**src/rtl/udp_pkt_reader.sv**
```systemverilog
// Reads one completed half of the ping-pong channel buffer per main-sync falling edge
// and streams it as a framed packet (2 header words + WORDS data words) over valid/ready.
module udp_pkt_reader #(
    parameter int unsigned WORDS = 128,
    parameter logic [15:0] MAGIC = 16'hA55A
) (
    input  logic        clk,
    input  logic        rst,
    input  logic        i_msync_n,
    output logic [9:0]  o_rd_addr,
    input  logic [31:0] i_rd_data,
    output logic [31:0] o_data,
    output logic        o_valid,
    input  logic        i_ready,
    output logic        o_sop,
    output logic        o_eop,
    output logic        o_busy,
    output logic        o_ovr
);

    localparam int unsigned AW = 10;
    localparam int unsigned DW = 32;
    localparam int unsigned CW = 11;
    localparam logic [AW-1:0] LAST_ADDR = AW'(WORDS - 1);
    localparam logic [CW-1:0] N_WORDS   = CW'(WORDS);
    localparam logic [CW-1:0] LAST_IDX  = CW'(WORDS - 1);
    localparam logic [15:0]   WORDS_HDR = 16'(WORDS);

    typedef enum logic [1:0] {S_IDLE, S_HDR0, S_HDR1, S_DATA} state_t;

    state_t          r_state, w_state_nxt;
    logic            r_prev_msync;
    logic            r_armed, w_armed_nxt;
    logic            r_busy, w_busy_nxt;
    logic            r_ovr, w_ovr_nxt;
    logic [15:0]     r_seq, w_seq_nxt;
    logic [7:0]      r_ovr_cnt, w_ovr_cnt_nxt;
    logic [AW-1:0]   r_rd_addr, w_rd_addr_nxt;
    logic [CW-1:0]   r_rd_cnt, w_rd_cnt_nxt;
    logic [CW-1:0]   r_ld_cnt, w_ld_cnt_nxt;
    logic            r_inflight, w_inflight_nxt;
    logic [DW-1:0]   r_fifo [2];
    logic            r_wr_ptr, w_wr_ptr_nxt;
    logic            r_rd_ptr, w_rd_ptr_nxt;
    logic [1:0]      r_occ, w_occ_nxt;
    logic            r_valid, w_valid_nxt;
    logic [DW-1:0]   r_data, w_data_nxt;
    logic            r_sop, w_sop_nxt;
    logic            r_eop, w_eop_nxt;

    logic            w_msync;
    logic            w_accept;
    logic            w_can_load;
    logic            w_have_word;
    logic [DW-1:0]   w_head;
    logic            w_issue;
    logic            w_load;
    logic            w_push;
    logic            w_pop;

    assign w_msync     = r_prev_msync & ~i_msync_n;
    assign w_accept    = r_valid & i_ready;
    assign w_can_load  = ~r_valid | i_ready;
    assign w_have_word = (r_occ != 2'd0) | r_inflight;
    // Skid FIFO head, or the read return itself when the FIFO is empty.
    assign w_head      = (r_occ != 2'd0) ? r_fifo[r_rd_ptr] : i_rd_data;

    always_comb begin
        w_state_nxt    = r_state;
        w_armed_nxt    = r_armed;
        w_busy_nxt     = r_busy;
        w_ovr_nxt      = 1'b0;
        w_seq_nxt      = r_seq;
        w_ovr_cnt_nxt  = r_ovr_cnt;
        w_rd_addr_nxt  = r_rd_addr;
        w_rd_cnt_nxt   = r_rd_cnt;
        w_ld_cnt_nxt   = r_ld_cnt;
        w_inflight_nxt = 1'b0;
        w_wr_ptr_nxt   = r_wr_ptr;
        w_rd_ptr_nxt   = r_rd_ptr;
        w_occ_nxt      = r_occ;
        w_valid_nxt    = r_valid;
        w_data_nxt     = r_data;
        w_sop_nxt      = r_sop;
        w_eop_nxt      = r_eop;
        w_issue        = 1'b0;
        w_load         = 1'b0;
        w_push         = 1'b0;
        w_pop          = 1'b0;

        if (w_msync) begin
            if (r_busy) begin
                w_ovr_nxt = 1'b1;
                if (r_ovr_cnt != 8'hFF) w_ovr_cnt_nxt = r_ovr_cnt + 8'd1;
            end else if (!r_armed) begin
                w_armed_nxt = 1'b1;
            end
        end

        // Reads start while header 0 is shown so word 0 is ready right behind header 1.
        if (r_state != S_IDLE && r_rd_cnt < N_WORDS && (r_occ + 2'(r_inflight)) < 2'd2)
            w_issue = 1'b1;
        if (w_issue) begin
            w_rd_cnt_nxt = r_rd_cnt + CW'(1);
            if (r_rd_addr != LAST_ADDR) w_rd_addr_nxt = r_rd_addr + AW'(1);
        end
        w_inflight_nxt = w_issue;

        case (r_state)
            S_IDLE: begin
                if (w_msync && r_armed && !r_busy) begin
                    w_state_nxt   = S_HDR0;
                    w_busy_nxt    = 1'b1;
                    w_valid_nxt   = 1'b1;
                    w_data_nxt    = {MAGIC, r_seq};
                    w_sop_nxt     = 1'b1;
                    w_eop_nxt     = 1'b0;
                    w_rd_addr_nxt = '0;
                    w_rd_cnt_nxt  = '0;
                    w_ld_cnt_nxt  = '0;
                end
            end
            S_HDR0: begin
                if (w_accept) begin
                    w_state_nxt = S_HDR1;
                    w_data_nxt  = {r_ovr_cnt, 8'h00, WORDS_HDR};
                    w_sop_nxt   = 1'b0;
                end
            end
            S_HDR1: begin
                if (w_accept) begin
                    w_state_nxt = S_DATA;
                    w_load      = w_have_word;
                    if (!w_have_word) w_valid_nxt = 1'b0;
                end
            end
            S_DATA: begin
                if (w_accept && r_eop) begin
                    w_state_nxt = S_IDLE;
                    w_valid_nxt = 1'b0;
                    w_eop_nxt   = 1'b0;
                    w_busy_nxt  = 1'b0;
                    w_seq_nxt   = r_seq + 16'd1;
                end else if (w_can_load) begin
                    w_load = w_have_word;
                    if (!w_have_word) w_valid_nxt = 1'b0;
                end
            end
            default: w_state_nxt = S_IDLE;
        endcase

        if (w_load) begin
            w_valid_nxt  = 1'b1;
            w_data_nxt   = w_head;
            w_sop_nxt    = 1'b0;
            w_eop_nxt    = (r_ld_cnt == LAST_IDX);
            w_ld_cnt_nxt = r_ld_cnt + CW'(1);
            w_pop        = (r_occ != 2'd0);
        end

        w_push = r_inflight & ~(w_load & (r_occ == 2'd0));
        if (w_push) w_wr_ptr_nxt = ~r_wr_ptr;
        if (w_pop)  w_rd_ptr_nxt = ~r_rd_ptr;
        w_occ_nxt = r_occ + 2'(w_push) - 2'(w_pop);
    end

    always_ff @(posedge clk or posedge rst) begin
        if (rst) begin
            r_state      <= S_IDLE;
            r_prev_msync <= 1'b1;
            r_armed      <= 1'b0;
            r_busy       <= 1'b0;
            r_ovr        <= 1'b0;
            r_seq        <= '0;
            r_ovr_cnt    <= '0;
            r_rd_addr    <= '0;
            r_rd_cnt     <= '0;
            r_ld_cnt     <= '0;
            r_inflight   <= 1'b0;
            r_wr_ptr     <= 1'b0;
            r_rd_ptr     <= 1'b0;
            r_occ        <= '0;
            r_valid      <= 1'b0;
            r_data       <= '0;
            r_sop        <= 1'b0;
            r_eop        <= 1'b0;
        end else begin
            r_state      <= w_state_nxt;
            r_prev_msync <= i_msync_n;
            r_armed      <= w_armed_nxt;
            r_busy       <= w_busy_nxt;
            r_ovr        <= w_ovr_nxt;
            r_seq        <= w_seq_nxt;
            r_ovr_cnt    <= w_ovr_cnt_nxt;
            r_rd_addr    <= w_rd_addr_nxt;
            r_rd_cnt     <= w_rd_cnt_nxt;
            r_ld_cnt     <= w_ld_cnt_nxt;
            r_inflight   <= w_inflight_nxt;
            r_wr_ptr     <= w_wr_ptr_nxt;
            r_rd_ptr     <= w_rd_ptr_nxt;
            r_occ        <= w_occ_nxt;
            r_valid      <= w_valid_nxt;
            r_data       <= w_data_nxt;
            r_sop        <= w_sop_nxt;
            r_eop        <= w_eop_nxt;
        end
    end

    // Skid storage carries no control meaning, so it needs no reset.
    always_ff @(posedge clk) begin
        if (w_push) r_fifo[r_wr_ptr] <= i_rd_data;
    end

    assign o_rd_addr = r_rd_addr;
    assign o_data    = r_data;
    assign o_valid   = r_valid;
    assign o_sop     = r_sop;
    assign o_eop     = r_eop;
    assign o_busy    = r_busy;
    assign o_ovr     = r_ovr;

endmodule

```
**config.mk**
```make
export PLATFORM = sky130hd
export DESIGN_NAME = udp_pkt_reader
export DESIGN_NICKNAME = d
export VERILOG_FILES = /design/src/rtl/udp_pkt_reader.sv
export SDC_FILE = /design/constraint.sdc
export NUM_CORES = 1
export LEC_CHECK = 0
export BUFFER_PORTS_ARGS = -buffer_cell sky130_fd_sc_hd__buf_4
export CORE_MARGIN = 5
export CORE_UTILIZATION = 40
export DETAILED_ROUTE_END_ITERATION = 10
export GPL_TIMING_DRIVEN = 0
export PLACE_DENSITY = 0.57
export SYNTH_ARGS = -nofsm -noshare
export SYNTH_HDL_FRONTEND = slang
export SYNTH_SLANG_ARGS = --single-unit
```
**constraint.sdc**
```tcl
create_clock -name clk -period 3 [get_ports clk]
set_input_delay 0.3 -clock clk [delete_from_list [all_inputs] [get_ports clk]]
set_output_delay 0.3 -clock clk [all_outputs]
set_load 0.02 [all_outputs]
```
# Word level (Yosys, flattened, before mapping)
# Memory sizes are Yosys's and may differ from the RTL's.
# Cells that the tools add are included.
[totals]
latch_bits = 0
memories = 1
ram_bits = 64
elab_cells = 126
romBits = 0
regBits = 102
output_inout_bits = 47
[op_classes]
shift = 0
n_bitwise = 12
muxes = 45
mul = 0
eq_ne = 15
reduce_logical = 25
n_addsub = 8
order_cmp = 2
n_div = 0
[mem_list]
columns = ["name", "words", "word_bits", "rd", "rd_ports_with_merged_regs", "write_ports", "line_no", "source"]
rows = [
  ["r_fifo", 2, 32, 1, 0, 1, "42", "logic [DW-1:0] r_fifo [2];"],
]
[op_table]
columns = ["operator", "n"]
rows = [
  ["$mux W32", 4],
  ["$mux W11", 6],
  ["$pmux W32 S2", 1],
  ["$mux W10", 4],
  ["$add A11 B1 Y11 const B", 2],
  ["$mux W1", 20],
  ["$add A16 B1 Y16 const B", 1],
  ["$ne A3 B3 Y1 const B", 4],
  ["$reduce_and A3 Y1", 4],
  ["$eq A11 B7 Y1 const B", 1],
  ["$lt A11 B8 Y1 const B", 1],
  ["$add A10 B1 Y10 const B", 1],
  ["$ne A10 B7 Y1 const B", 1],
  ["$reduce_bool A2 Y1", 5],
  ["$add A8 B1 Y8 const B", 1],
  ["$mux W2", 4],
  ["$ne A2 B2 Y1 const B", 4],
  ["$ne A8 B8 Y1 const B", 1],
  ["$pmux W1 S2", 4],
  ["$pmux W2 S4", 1],
  ["$reduce_and A4 Y1", 2],
  ["$not A1 Y1", 6],
  ["$reduce_and A2 Y1", 3],
  ["$reduce_bool A3 Y1", 2],
  ["13 further kinds", 24],
]

# Longest topological paths before layout
# Gate-level depths: netlist of the first run.
[depth]
depth_word = 10
mapped_depth = 11
mapped_depth_nobuf = 10

# Least setup slack after synthesis of the first run
# OpenSTA, ideal clock, no wires.
[synth_path]
path_type = "reg-to-reg"
start = "register r_valid, in the netlist o_valid"
end = "memory r_fifo[0][0], enable pin"
slack_ns = -0.289
arrival_ns = 2.868
stages_incl_launch_ff = 7
synth_period_minus_slack_ns = 3.289
setup_ns = 0.421
n_path_buf = 1
path_cell_list = "dfrtp_1 clkbuf_1 inv_1 o2111a_1 nor2_4 o21ai_1 nor2_1"
[synth_via]
elab_chain_len = 10
word_cells_on_any_way = 13
classes_between = "mux: 6; bitwise: 6; reduce/logical: 1"
[synth_rtl]
columns = ["item", "line_no", "source"]
rows = [
  ["start: declaration", "46", "logic r_valid, w_valid_nxt;"],
  ["start signal: assignment", "202", "r_valid <= w_valid_nxt;"],
  ["$not A1 Y1", "63", "assign w_can_load = ~r_valid | i_ready;"],
  ["$or A1 B1 Y1", "63", ""],
  ["$mux W1", "144", "end else if (w_can_load) begin"],
  ["$mux W1", "138", "if (w_accept && r_eop) begin"],
  ["$pmux W1 S2 (*)", "109", "case (r_state)"],
  ["$and A1 B1 Y1 (*)", "161", "w_push = r_inflight & ~(w_load & (r_occ == 2'd0));"],
  ["$not A1 Y1 (*)", "161", ""],
  ["$and A1 B1 Y1 (*)", "161", ""],
  ["$mux W1 (*)", "211", "if (w_push) r_fifo[r_wr_ptr] <= i_rd_data;"],
  ["$mux W1 (implied by the code) (*)", "211", ""],
  ["end: declaration", "42", ""],
]
# Mark *: on every way between the ends. The rest lies on a longest branch, timed or not.

# Worst setup path in the final report of the first run
[layout_path]
start = "register r_occ[1]"
end = "register r_occ[1]"
[layout_via]
word_cells_on_any_way = 13
classes_between = "add/sub: 2; mux: 5; bitwise: 4; reduce/logical: 2"
[layout_rtl]
columns = ["item", "line_no", "source"]
rows = [
  ["start: declaration", "45", "logic [1:0] r_occ, w_occ_nxt;"],
  ["start signal: assignment", "201", "r_occ <= w_occ_nxt;"],
  ["$reduce_bool A2 Y1 (*)", "64, 158", ""],
  ["$or A1 B1 Y1", "64", "assign w_have_word = (r_occ != 2'd0) | r_inflight;"],
  ["$mux W1", "144", ""],
  ["$mux W1", "138", ""],
  ["$pmux W1 S2", "109", ""],
  ["$mux W1 (*)", "152", "if (w_load) begin"],
  ["named net w_pop", "59", "logic w_pop;"],
  ["$sub A2 B1 Y2 (*)", "164", "w_occ_nxt = r_occ + 2'(w_push) - 2'(w_pop);"],
  ["named net w_occ_nxt[1]", "45", ""],
]
# The timed path passes the listed nets; every way through them passes the cells marked *.
# A chain may end at the register's enable or synchronous reset.

==> results of run 1 <==
worst paths after layout:
| check | depth (start not counted) | end | start | slack, ns |
|---|---|---|---|---|
| min | 1 | r_fifo[0][4] | i_rd_data[4] | 0.06 |
| max | 11 | r_occ[1] | r_occ[1] | 0.21 |
| min reg2reg | 1 | r_rd_cnt[8] | r_rd_cnt[8] | 0.48 |
| min in group asynchronous | 3 | o_rd_addr[3] | rst | 0.50 |
| max in group asynchronous | 4 | o_data[25] | rst | 1.80 |
| max reg2reg | 11 | r_occ[1] | r_occ[1] | 0.21 |
sequential cells by signal, summed over array words and instances (netlist names), 2 cells and up:
name       count
o_data        32
r_state        2
r_ld_cnt      11
r_occ          2
r_rd_cnt      11
o_rd_addr     10
r_fifo        64
r_seq         16
r_ovr_cnt      8
cells in the mapped netlist, types with 19 or more instances:
master	n	share of area, %
edfxtp_1	64	25
nand2_1	31	1.5
nor2_1	60	2.9
a21oi_1	36	2.3
nand3_1	29	1.9
dfrtp_1	101	33
o21ai_1	19	1.2
nand4_1	31	2.5
xnor2_1	22	2.5
o21ai_0	27	1.7
mux2_4	29	5.6
mux2i_1	38	4.9
per-layer routing:
layer  GRT usage (%)  share of wire [%]  wire [um]
met5               0                  0          0
met4            4.76               0.71        128
met3            3.92                4.7        842
met2            26.6                 47       8420
met1            23.4                 48       8570
cell families (layout without fill, tap and decap cells):
logic type	after synthesis	in the layout	share of synthesized area (%)
AO/OA/AOI/OAI	113	113	8.58
AND/OR/NAND/NOR	199	199	13.3
flip-flops	166	166	57.7
multiplexers	71	71	11.1
XOR/XNOR	38	38	4.29
adder cells (fa/ha/maj)	12	12	1.94
buffers and inverters	52	169	3.07
cells in the final DEF, fill, tap and decap left out, types with 4 or more instances in the layout:
cell        count
a211oi_1        5
a21oi_1        36
a31oi_1         5
and2_1          6
and3_1          9
buf_2           9
buf_4          81
buf_6           4
clkbuf_1       16
clkbuf_16      17
clkinvlp_4      4
dfrtp_1       101
edfxtp_1       64
ha_1           12
inv_1          17
inv_6           5
inv_8           4
mux2_4         29
mux2i_1        38
nand2_1        31
nand3_1        29
nand4_1        31
nor2_1         58
nor3_1          5
o211ai_1        4
o21ai_0        27
o21ai_1        19
or3_1           7
xnor2_1        22
xor2_1         16
where the power goes:
group / total, mW / switching (mW) / internal (mW)
logic: 3.91 / 2.24 / 1.67
clock network: 2.16 / 0.982 / 1.18
registers: 3.38 / 0.411 / 2.97
total: 9.45 / 3.64 / 5.81
worst max-delay path: stages (launching register included):
cell and delay [ns]:
dfrtp_1 0.44, or3_1 0.38, buf_2 0.18, o2111a_1 0.19, nor2_4 0.26, buf_2 0.31, nor2_1 0.11, ha_1 0.29
inv_1 0.04, ha_1 0.18, xnor2_1 0.18, xnor2_1 0.14
metrics by stage:
step | worst slack [ns] | area [um^2]
global route | 0.0284 | 9390
finish | 0.214 | 9390
CTS | 0.0309 | 9390
detailed placement | 0.0498 | 8790
floorplan | -0.289 | 7750
global placement | -1.58 | 8690
what timing repair did:
item	in CTS	in global routing
hold endpoints to repair	41	0
resized for setup	0	2
endpoints found under the setup margin	0	1
hold buffers	2	0
area by class of cell:
| cell class | count | area, um^2 | share of cell area, % |
|---|---|---|---|
| tap | 265 | 332 | 3.53 |
| multi-input combinational | 433 | 3060 | 32.6 |
| inverter | 18 | 70.1 | 0.746 |
| timing repair buffer | 86 | 703 | 7.49 |
| clock inverter | 15 | 158 | 1.68 |
| sequential | 166 | 4480 | 47.7 |
| buffer | 33 | 168 | 1.79 |
| clock buffer | 17 | 425 | 4.53 |
==> results.md, run 1 <==
- Setup repair after global routing missed its margin: no
- Cell area after technology mapping: 7750 um^2
- Post-synthesis area per instance: 11.9 um^2
- Period Utilization, post-route: 92.9%
- Run status: completed
- Buffer cell driving the clock tree root: clkbuf_16
- Via count of the first global-routing pass: 5462
- Remaining number of nets flagged by the antenna check after routing: 0
- VDD IR max: 574 uV
- Maxcap violations: 0
- Clock tree from TritonCTS: yes
- Net count after synthesis: 699
- Relative area change from synthesis to final layout: 21.1%
- Worst Hold Class: in -> reg
- Number of antenna violations at the first check in global routing: 0
- Reg clk slew, reported paths: 0.07 ns
- Setup_tns: 0 ns
- Number of nets in the layout: 803
- Die area: 22300 um^2
- Startpoint type of the worst setup path: flop
- Number of distinct standard cells referenced by the synthesized netlist: 57
- Final setup violation count: 0
- Vias: 5346
- Wire length of the first global-routing pass: 29400 um
- Top FF cell, synth: dfrtp_1
- Highest achievable clock rate: 359 MHz
- Setup repair bufs after CTS: 0
- IO Port Bufs: 81
- Final Hold Viols: 0
- Drt pass-1 iters: 5
- Chip width: 149 um
- Setup clock skew after layout: 0.00688 ns
- GRT Util Overall: 16.8%
- Critical path data arrival time: 3.13 ns
- Req. time, crit path: 3.35 ns
- Non-filler instance count after layout: 1033
- Largest net degree at the start of global routing: 62
- Clk sinks: 166
- Effective utilization at floorplan: 40.2%
- IO Pins: 83
- Level count of the clock H-tree: 4
- Slew Viols, Final: 0
- Clock latency on the worst-skew pair: 0.43 ns
- Crit path max fanout: 10
- Count of flip-flops with a built-in enable after synthesis: 64
- Power density of the placed cells: 1010 nW/um^2
- Routed length per instance: 17.4 um
- Avg Vias per Cell: 5.18
- Core region area: 19300 um^2
- Placer congestion estimate: 0.810
- DRC: 0
- Post-layout power: 9.45 mW
- Core utilization of the finished layout: 48.7%
- Sequential cell area fraction in the yosys report: 57.7%
- Layout cell share with drive strength beyond 1: 23.2%
- Total grt overflow: 0
- Total Routed Length: 18000 um
- Buffers from clock root to sink, at most: 2
- TritonCTS Buffers: 17
- Die span in y: 149 um
- Transition time at the pin with the least slew margin: 0.661 ns
- WS Path Type: reg -> reg
- Leakage: 3.99 nW
- Async set-or-reset flop fraction in the synthesized netlist: 61.4%
- Crit path time final: 2.79 ns
- Synthesis warning total: 0
- Worst setup EP type: flop
- Antenna cell count: 0
- Worst Hold Margin: 0.0639 ns
- Rel. slew slack: 55.7%
- Placement Rows: 51
- First DRT Iteration DRCs: 255
- Filler instances: 1736
- Number of register bits inferred by synthesis: 166
- Placed wire-length estimate after detailed placement: 12500 um
- Placed cell count: 1000
- Cell count after synthesis: 651
(Power assumes the default switching activity.)
==> run 2, diff against run 1 <==
--- a/config.mk
+++ b/config.mk
@@ -5,6 +5,7 @@
 export SDC_FILE = /design/constraint.sdc
 export NUM_CORES = 1
 export LEC_CHECK = 0
+export ABC_AREA = 1
 export BUFFER_PORTS_ARGS = -buffer_cell sky130_fd_sc_hd__buf_4
 export CORE_MARGIN = 5
 export CORE_UTILIZATION = 40
==> constraint.sdc (replaced) <==
create_clock -name clk -period 2.3 [get_ports clk]
set_input_delay 0.23 -clock clk [delete_from_list [all_inputs] [get_ports clk]]
set_output_delay 0.23 -clock clk [all_outputs]
set_load 0.02 [all_outputs]
==> results.md, run 2 <==
- Run status: completed
- Slew Viols, Final: 0 (unchanged)
- Maxcap violations: 0 (unchanged)
- Worst Hold Class: in -> reg
- Cell area after technology mapping: 8060 um^2 (+4.0%)
- Relative area change from synthesis to final layout: 25.5%
- Total grt overflow: 0 (unchanged)
- Number of antenna violations at the first check in global routing: 0 (unchanged)
- Highest achievable clock rate: 460 MHz (+28%)
- Antenna cell count: 0 (unchanged)
- Transition time at the pin with the least slew margin: 0.825 ns (+0.164 ns)
- Number of register bits inferred by synthesis: 166 (unchanged)
- Post-route worst setup slack: 0.124 ns (-0.0904 ns)
- Largest reg by FF count: r_fifo
- Dpl ws: -0.229 ns (-0.279 ns)
- Routed length per instance: 14.7 um (-15%)
- DRC: 0 (unchanged)
- Total Routed Length: 20000 um (+11%)
- Sequential share of power: 50.1% (+14 points)
- Core region area: 20000 um^2 (+4.0%)
- Avg Vias per Cell: 4.83 (-6.7%)
- Remaining number of nets flagged by the antenna check after routing: 0 (unchanged)
- Sequential cell area fraction in the yosys report: 55.5% (-2.2 points)
- Chip width: 152 um (+1.8%)
- IO Pins: 83 (unchanged)
- Buffer cell driving the clock tree root: clkbuf_16
- Vias: 6572 (+23%)
- Switch Pwr: 1.20 mW (-67%)
- Area leader, netlist: dfrtp_1
- Net count after synthesis: 984 (+41%)
- Placed cell areas: 9120 um^2 (+3.8%)
- Req. time, crit path: 2.63 ns (-0.72 ns)
- Setup repair after global routing missed its margin: no
- Dominant cell by count in the synthesized netlist: nand2_1
- Top cell types by occurrence after synthesis: nand2_1, dfrtp_1, nor2_1
- Number of flip-flops in the largest register: 64 (unchanged)
- Drt pass-1 iters: 7 (+2)
- TritonCTS Buffers: 17 (unchanged)
- Placer congestion estimate: 0.804 (-0.70%)
- Top FF cell, synth: dfrtp_1
- Placement Rows: 52 (+2.0%)
- Clock tree from TritonCTS: yes
- Level count of the clock H-tree: 4 (unchanged)
- Buffers from clock root to sink, at most: 2 (unchanged)
- Power share of the clock group: 47.1% (+24 points)
- Clk sinks: 166 (unchanged)
- Net switching fraction of the power: 19.6% (-19 points)
- Critical path data arrival time: 2.51 ns (-0.62 ns)
- Pint: 4.95 mW (-15%)
- Post-layout power: 6.15 mW (-35%)
- Leakage: 4.74 nW (+19%)
- Async set-or-reset flop fraction in the synthesized netlist: 61.4% (unchanged)
- Share of total power in combinational logic: 2.9% (-39 points)
- Effective utilization at floorplan: 40.2% (about the same)
- GRT Util Overall: 17.3% (+0.43 points)
- Cell count after synthesis: 936 (+44%)
- Startpoint type of the worst setup path: flop
- Via count of the first global-routing pass: 6378 (+17%)
- Wire length of the first global-routing pass: 32700 um (+11%)
- Reg clk slew, reported paths: 0.06 ns (about the same)
- Crit path max fanout: 10 (unchanged)
- Post-synthesis area per instance: 8.62 um^2 (-28%)
- Largest net degree at the start of global routing: 37 (-40%)
- Count of flip-flops with a built-in enable after synthesis: 64 (unchanged)
- WS Path Type: reg -> reg
- Final setup violation count: 0 (unchanged)
- Rel. slew slack: 44.9% (-11 points)
- Number of distinct standard cells referenced by the synthesized netlist: 34 (-40%)
- Top cells by area in the synthesized netlist: dfrtp_1, edfxtp_1, nand2_1
- IO Port Bufs: 82 (+1.2%)
- Leading cell types in the layout, fill and taps excluded: nand2_1, dfrtp_1, buf_4, nor2_1, inv_1
- Synthesis warning total: 0 (unchanged)
- Crit path time final: 2.18 ns (-0.610 ns)
- First DRT Iteration DRCs: 474 (+86%)
- Number of nets in the layout: 1126 (+40%)
- Die area: 23100 um^2 (+3.7%)
- Commonest non-fill, non-tap cell in the layout: nand2_1
- Area share of the leading cell type in the synthesized netlist: 31.3% (-1.3 points)
- Period Utilization, post-route: 94.6% (+1.8 points)
- Power density of the placed cells: 608 nW/um^2 (-40%)
- Layout cell share with drive strength beyond 1: 15.7% (-7.5 points)
- Placed wire-length estimate after detailed placement: 14000 um (+12%)
- Clock latency on the worst-skew pair: 0.42 ns (about the same)
- Worst setup EP type: flop
- VDD IR max: 548 uV (-4.6%)
- Die span in y: 152 um (+1.8%)
- Summed area of non-filler cells in the final layout: 10100 um^2 (+7.8%)
- Final Hold Viols: 0 (unchanged)
- Setup clock skew after layout: 0.0113 ns (+0.00439 ns)
run 2: worst paths after layout:
path	startpoint	to	slack (ns)	depth (start not counted)
min in group asynchronous	rst	o_data[11]	0.53	3
min	i_rd_data[6]	r_fifo[0][6]	0.02	1
max	r_state[1]	r_occ[1]	0.12	11
max reg2reg	r_state[1]	r_occ[1]	0.12	11
max in group asynchronous	rst	r_prev_msync	1.07	4
min reg2reg	r_armed	r_armed	0.47	2
run 2: power groups by stage:
| stage | logic [mW] | registers, mW | clock network (mW) |
|---|---|---|---|
| floorplan | 0.0501 | 3.14 | 0 |
| global placement | 0.132 | 3.14 | 0 |
| detailed placement | 0.142 | 3.14 | 0 |
| CTS | 0.179 | 3.08 | 2.97 |
| global route | 0.200 | 3.08 | 3.09 |
| finish | 0.176 | 3.08 | 2.90 |
run 2: repair_timing:
| item | 4_1_cts | 5_1_grt |
|---|---|---|
| setup buffers | 2 | 8 |
| gates resized for setup | 1 | 19 |
| endpoints found under the hold margin | 69 | 1 |
| setup endpoints to repair | 77 | 57 |
| hold buffers | 27 | 1 |
| pin swaps | 2 | 1 |
run 2: layer usage:
metal / track usage, % / wire, um
met5: 0 / 0
met4: 4.62 / 293
met3: 3.13 / 681
met2: 28.8 / 9750
met1: 23.4 / 9300
run 2: logic make-up (layout without fill, tap and decap cells):
kind of cell    after synthesis  after routing  synth area share, %
compound gates              128            128                 8.38
xor+xnor                     31             31                 3.37
fa+ha+maj                    12             12                 1.86
buf+inv                     126            281                 6.44
flops                       166            166                 55.5
mux                           2              2                0.279
simple gates                471            471                 24.2
run 2: per-stage QoR:
stage                     setup TNS (ns)  hold WS [ns]  cells  utilization, %
after floorplan                   -12.70         0.234    936               -
after global placement            -67.52         0.349   1288            45.0
after detailed placement           -7.01         0.349   1292            45.5
after CTS                          -2.23      0.000491   1352            50.0
after global routing                   0       0.00216   1361            50.5
final                                  0        0.0185   1361            50.5
run 2: critical path, cell delays in order, from the launching register on:
cell	delay [ns]
dfrtp_2	0.43
ha_1	0.24
nand2_1	0.13
o21ai_4	0.23
buf_6	0.15
buf_4	0.19
nand2_1	0.12
inv_1	0.08
ha_1	0.21
inv_1	0.06
ha_1	0.15
xnor2_1	0.11
run 2: final cells by class:
class | count | area [um^2]
Inverter | 87 | 330
Timing Repair Buffer | 124 | 1050
Buffer | 38 | 196
Multi-Input combinational cell | 644 | 3110
Clock buffer | 25 | 517
Fill cell | 1933 | 9920
Sequential cell | 166 | 4480
Tap cell | 270 | 338
Clock inverter | 7 | 92.6
==> run 3, diff against run 2 <==
--- a/config.mk
+++ b/config.mk
@@ -8,10 +8,10 @@
 export ABC_AREA = 1
 export BUFFER_PORTS_ARGS = -buffer_cell sky130_fd_sc_hd__buf_4
 export CORE_MARGIN = 5
-export CORE_UTILIZATION = 40
+export CORE_UTILIZATION = 50
 export DETAILED_ROUTE_END_ITERATION = 10
 export GPL_TIMING_DRIVEN = 0
-export PLACE_DENSITY = 0.57
+export PLACE_DENSITY = 0.69
 export SYNTH_ARGS = -nofsm -noshare
 export SYNTH_HDL_FRONTEND = slang
 export SYNTH_SLANG_ARGS = --single-unit
==> results.md, run 3 (synthesis results as in run 2) <==
- VDD IR max: 521 uV (-5.0%)
- Run status: completed
- Drt pass-1 iters: 6 (-1)
- Die area: 18800 um^2 (-19%)
- IO Port Bufs: 82 (unchanged)
- Critical path startpoint: r_occ[1]
- Worst setup EP type: flop
- Sequential share of power: 50.5% (+0.4 points)
- Layout cell share with drive strength beyond 1: 14.7% (-1.0 points)
- Vias: 6640 (+1.0%)
- Ordered cell list for the critical path: nor2_4 -> inv_1 -> clkbuf_1 -> nand2_1 -> inv_1 -> ha_1 -> inv_1 -> ha_1 -> xnor2_1
- Placement Rows: 46 (-12%)
- Clock tree from TritonCTS: yes
- Switch Pwr: 1.23 mW (+2.3%)
- Max stage delay on crit path: 0.44 ns (about the same)
- Wire length of the first global-routing pass: 31900 um (-2.6%)
- Transition time at the pin with the least slew margin: 0.609 ns (-0.216 ns)
- Largest net degree at the start of global routing: 42 (+14%)
- Power density of the placed cells: 609 nW/um^2 (+0.15%)
- First DRT Iteration DRCs: 495 (+4.4%)
- Non-filler instance count after layout: 1307 (-4.0%)
- Family with the most delay on the worst path: buffers and inverters
- Setup clock skew after layout: 0.00987 ns (-0.00141 ns)
- IO Pins: 83 (unchanged)
- Worst Hold Class: in -> reg
- Remaining number of nets flagged by the antenna check after routing: 0 (unchanged)
- Source of the worst hold timing path: i_rd_data[24]
- Startpoint type of the worst setup path: flop
- Commonest non-fill, non-tap cell in the layout: nand2_1
- Maxcap violations: 0 (unchanged)
- Avg Vias per Cell: 5.08 (+5.2%)
- Setup_tns: 0 ns (unchanged)
- Period Utilization, post-route: 95.0% (+0.42 points)
- Final Hold Viols: 0 (unchanged)
- Critical path data arrival time: 2.50 ns (about the same)
- Crit path time final: 2.19 ns (+0.00971 ns)
- Total Routed Length: 19400 um (-2.9%)
- Pint: 4.87 mW (-1.6%)
- Buffer cell driving the clock tree root: clkbuf_16
- Reg clk slew, reported paths: 0.06 ns (about the same)
- Placed cell areas: 9050 um^2 (-0.74%)
- TritonCTS Buffers: 17 (unchanged)
- Buffers from clock root to sink, at most: 2 (unchanged)
- Setup repair after global routing missed its margin: yes
- Clk sinks: 166 (unchanged)
- Level count of the clock H-tree: 4 (unchanged)
- Die span in y: 137 um (-9.9%)
- Core utilization of the finished layout: 63.3% (+13 points)
- Req. time, crit path: 2.61 ns (-0.02 ns)
- GRT Util Overall: 21.9% (+4.6 points)
- Power share of the clock group: 46.6% (-0.5 points)
- Chip width: 137 um (-9.9%)
- Effective utilization at floorplan: 50.9% (+11 points)
- Number of nets in the layout: 1126 (unchanged)
- WS Path Type: reg -> reg
- Critical Path Most Common Cell: inv_1
- Number of flip-flops in the largest register: 64 (unchanged)
- Critical path buffer and inverter count: 4 (unchanged)
- Clock latency on the worst-skew pair: 0.43 ns (about the same)
- Share of total power in combinational logic: 2.9% (about the same)
- Antenna cell count: 0 (unchanged)
- Summed area of non-filler cells in the final layout: 10000 um^2 (-0.95%)
- Critical R2R Launch: r_occ[1]
- Crit path max fanout: 10 (unchanged)
- Leading cell types in the layout, fill and taps excluded: nand2_1, dfrtp_1, buf_4, nor2_1, inv_1
- Largest reg by FF count: r_fifo
- Highest achievable clock rate: 457 MHz (-0.44%)
- Net switching fraction of the power: 20.2% (+0.61 points)
- Placed wire-length estimate after detailed placement: 13400 um (-4.3%)
- Placed cell count: 1238 (-4.2%)
- Core region area: 15800 um^2 (-21%)
- Rel. slew slack: 59.4% (+15 points)
- DRC: 0 (unchanged)
- Number of antenna violations at the first check in global routing: 0 (unchanged)
- Total grt overflow: 0 (unchanged)
- Leakage: 4.71 nW (-0.57%)
- Routed length per instance: 14.9 um (+1.1%)
- Relative area change from synthesis to final layout: 24.3%
- Cell with the largest stage delay on the worst path: dfrtp_1
- Placer congestion estimate: 0.856 (+6.5%)
- Slew Viols, Final: 0 (unchanged)
- Filler instances: 1312 (-32%)
- Final setup violation count: 0 (unchanged)
- Via count of the first global-routing pass: 6338 (-0.63%)
==> run 3: repair_timing <==
action,in CTS,in global routing
setup buffers,3,4
setup endpoints to repair,32,83
hold buffers,28,3
pin swaps,0,3
resized for setup,3,11
endpoints found under the hold margin,75,6
==> run 3: layer usage <==
layer / routed length [um] / track usage (%)
met1: 8780 / 30.1
met2: 9500 / 35.4
met3: 865 / 3.97
met4: 302 / 7.15
met5: 0 / 0
==> run 3: worst paths after layout <==
path                            endpoint  slack, ns  cells past startpoint
setup / recovery                r_occ[1]       0.11                      9
hold / removal             r_fifo[0][24]       0.01                      1
setup reg to reg                r_occ[1]       0.11                      9
hold reg to reg                  r_armed       0.45                      2
max in group asynchronous   r_prev_msync       1.20                      4
min in group asynchronous    r_ld_cnt[2]       0.44                      3
==> run 3: area by class of cell <==
cell class / instances / area [um^2] / share of cell area [%]
clock buffers: 19 / 433 / 4.32
repair buffers: 124 / 1060 / 10.6
plain buffers: 38 / 200 / 2.00
multi-input cells: 644 / 3100 / 30.9
clock inverters: 13 / 156 / 1.56
well taps: 216 / 270 / 2.70
flip-flops and latches: 166 / 4480 / 44.7
inverters: 87 / 330 / 3.30
==> run 3: power groups by stage <==
stage / clock network [mW] / logic (mW) / registers (mW)
finish: 2.84 / 0.179 / 3.08
global route: 3.01 / 0.202 / 3.08
CTS: 2.87 / 0.177 / 3.08
detailed placement: 0 / 0.139 / 3.14
global placement: 0 / 0.129 / 3.14
floorplan: 0 / 0.0501 / 3.14
==> run 3: worst reg2reg max path: cells and delay by family (launching register included) <==
family / cells / cell delay [ns]
adders and majority gates: 2 / 0.45
buffers and inverters: 4 / 0.62
xor gates and xnor gates: 1 / 0.13
and+or+nand+nor: 2 / 0.45
DFF: 1 / 0.44
==> run 3: metrics by stage <==
step / hold WS [ns] / power [mW] / worst slack [ns]
floorplan: 0.234 / 3.19 / -0.207
global placement: 0.349 / 3.27 / -0.922
detailed placement: 0.348 / 3.28 / -0.157
CTS: 0.000152 / 6.12 / 0.000544
global route: 0.00296 / 6.29 / -0.0229
finish: 0.0143 / 6.10 / 0.114
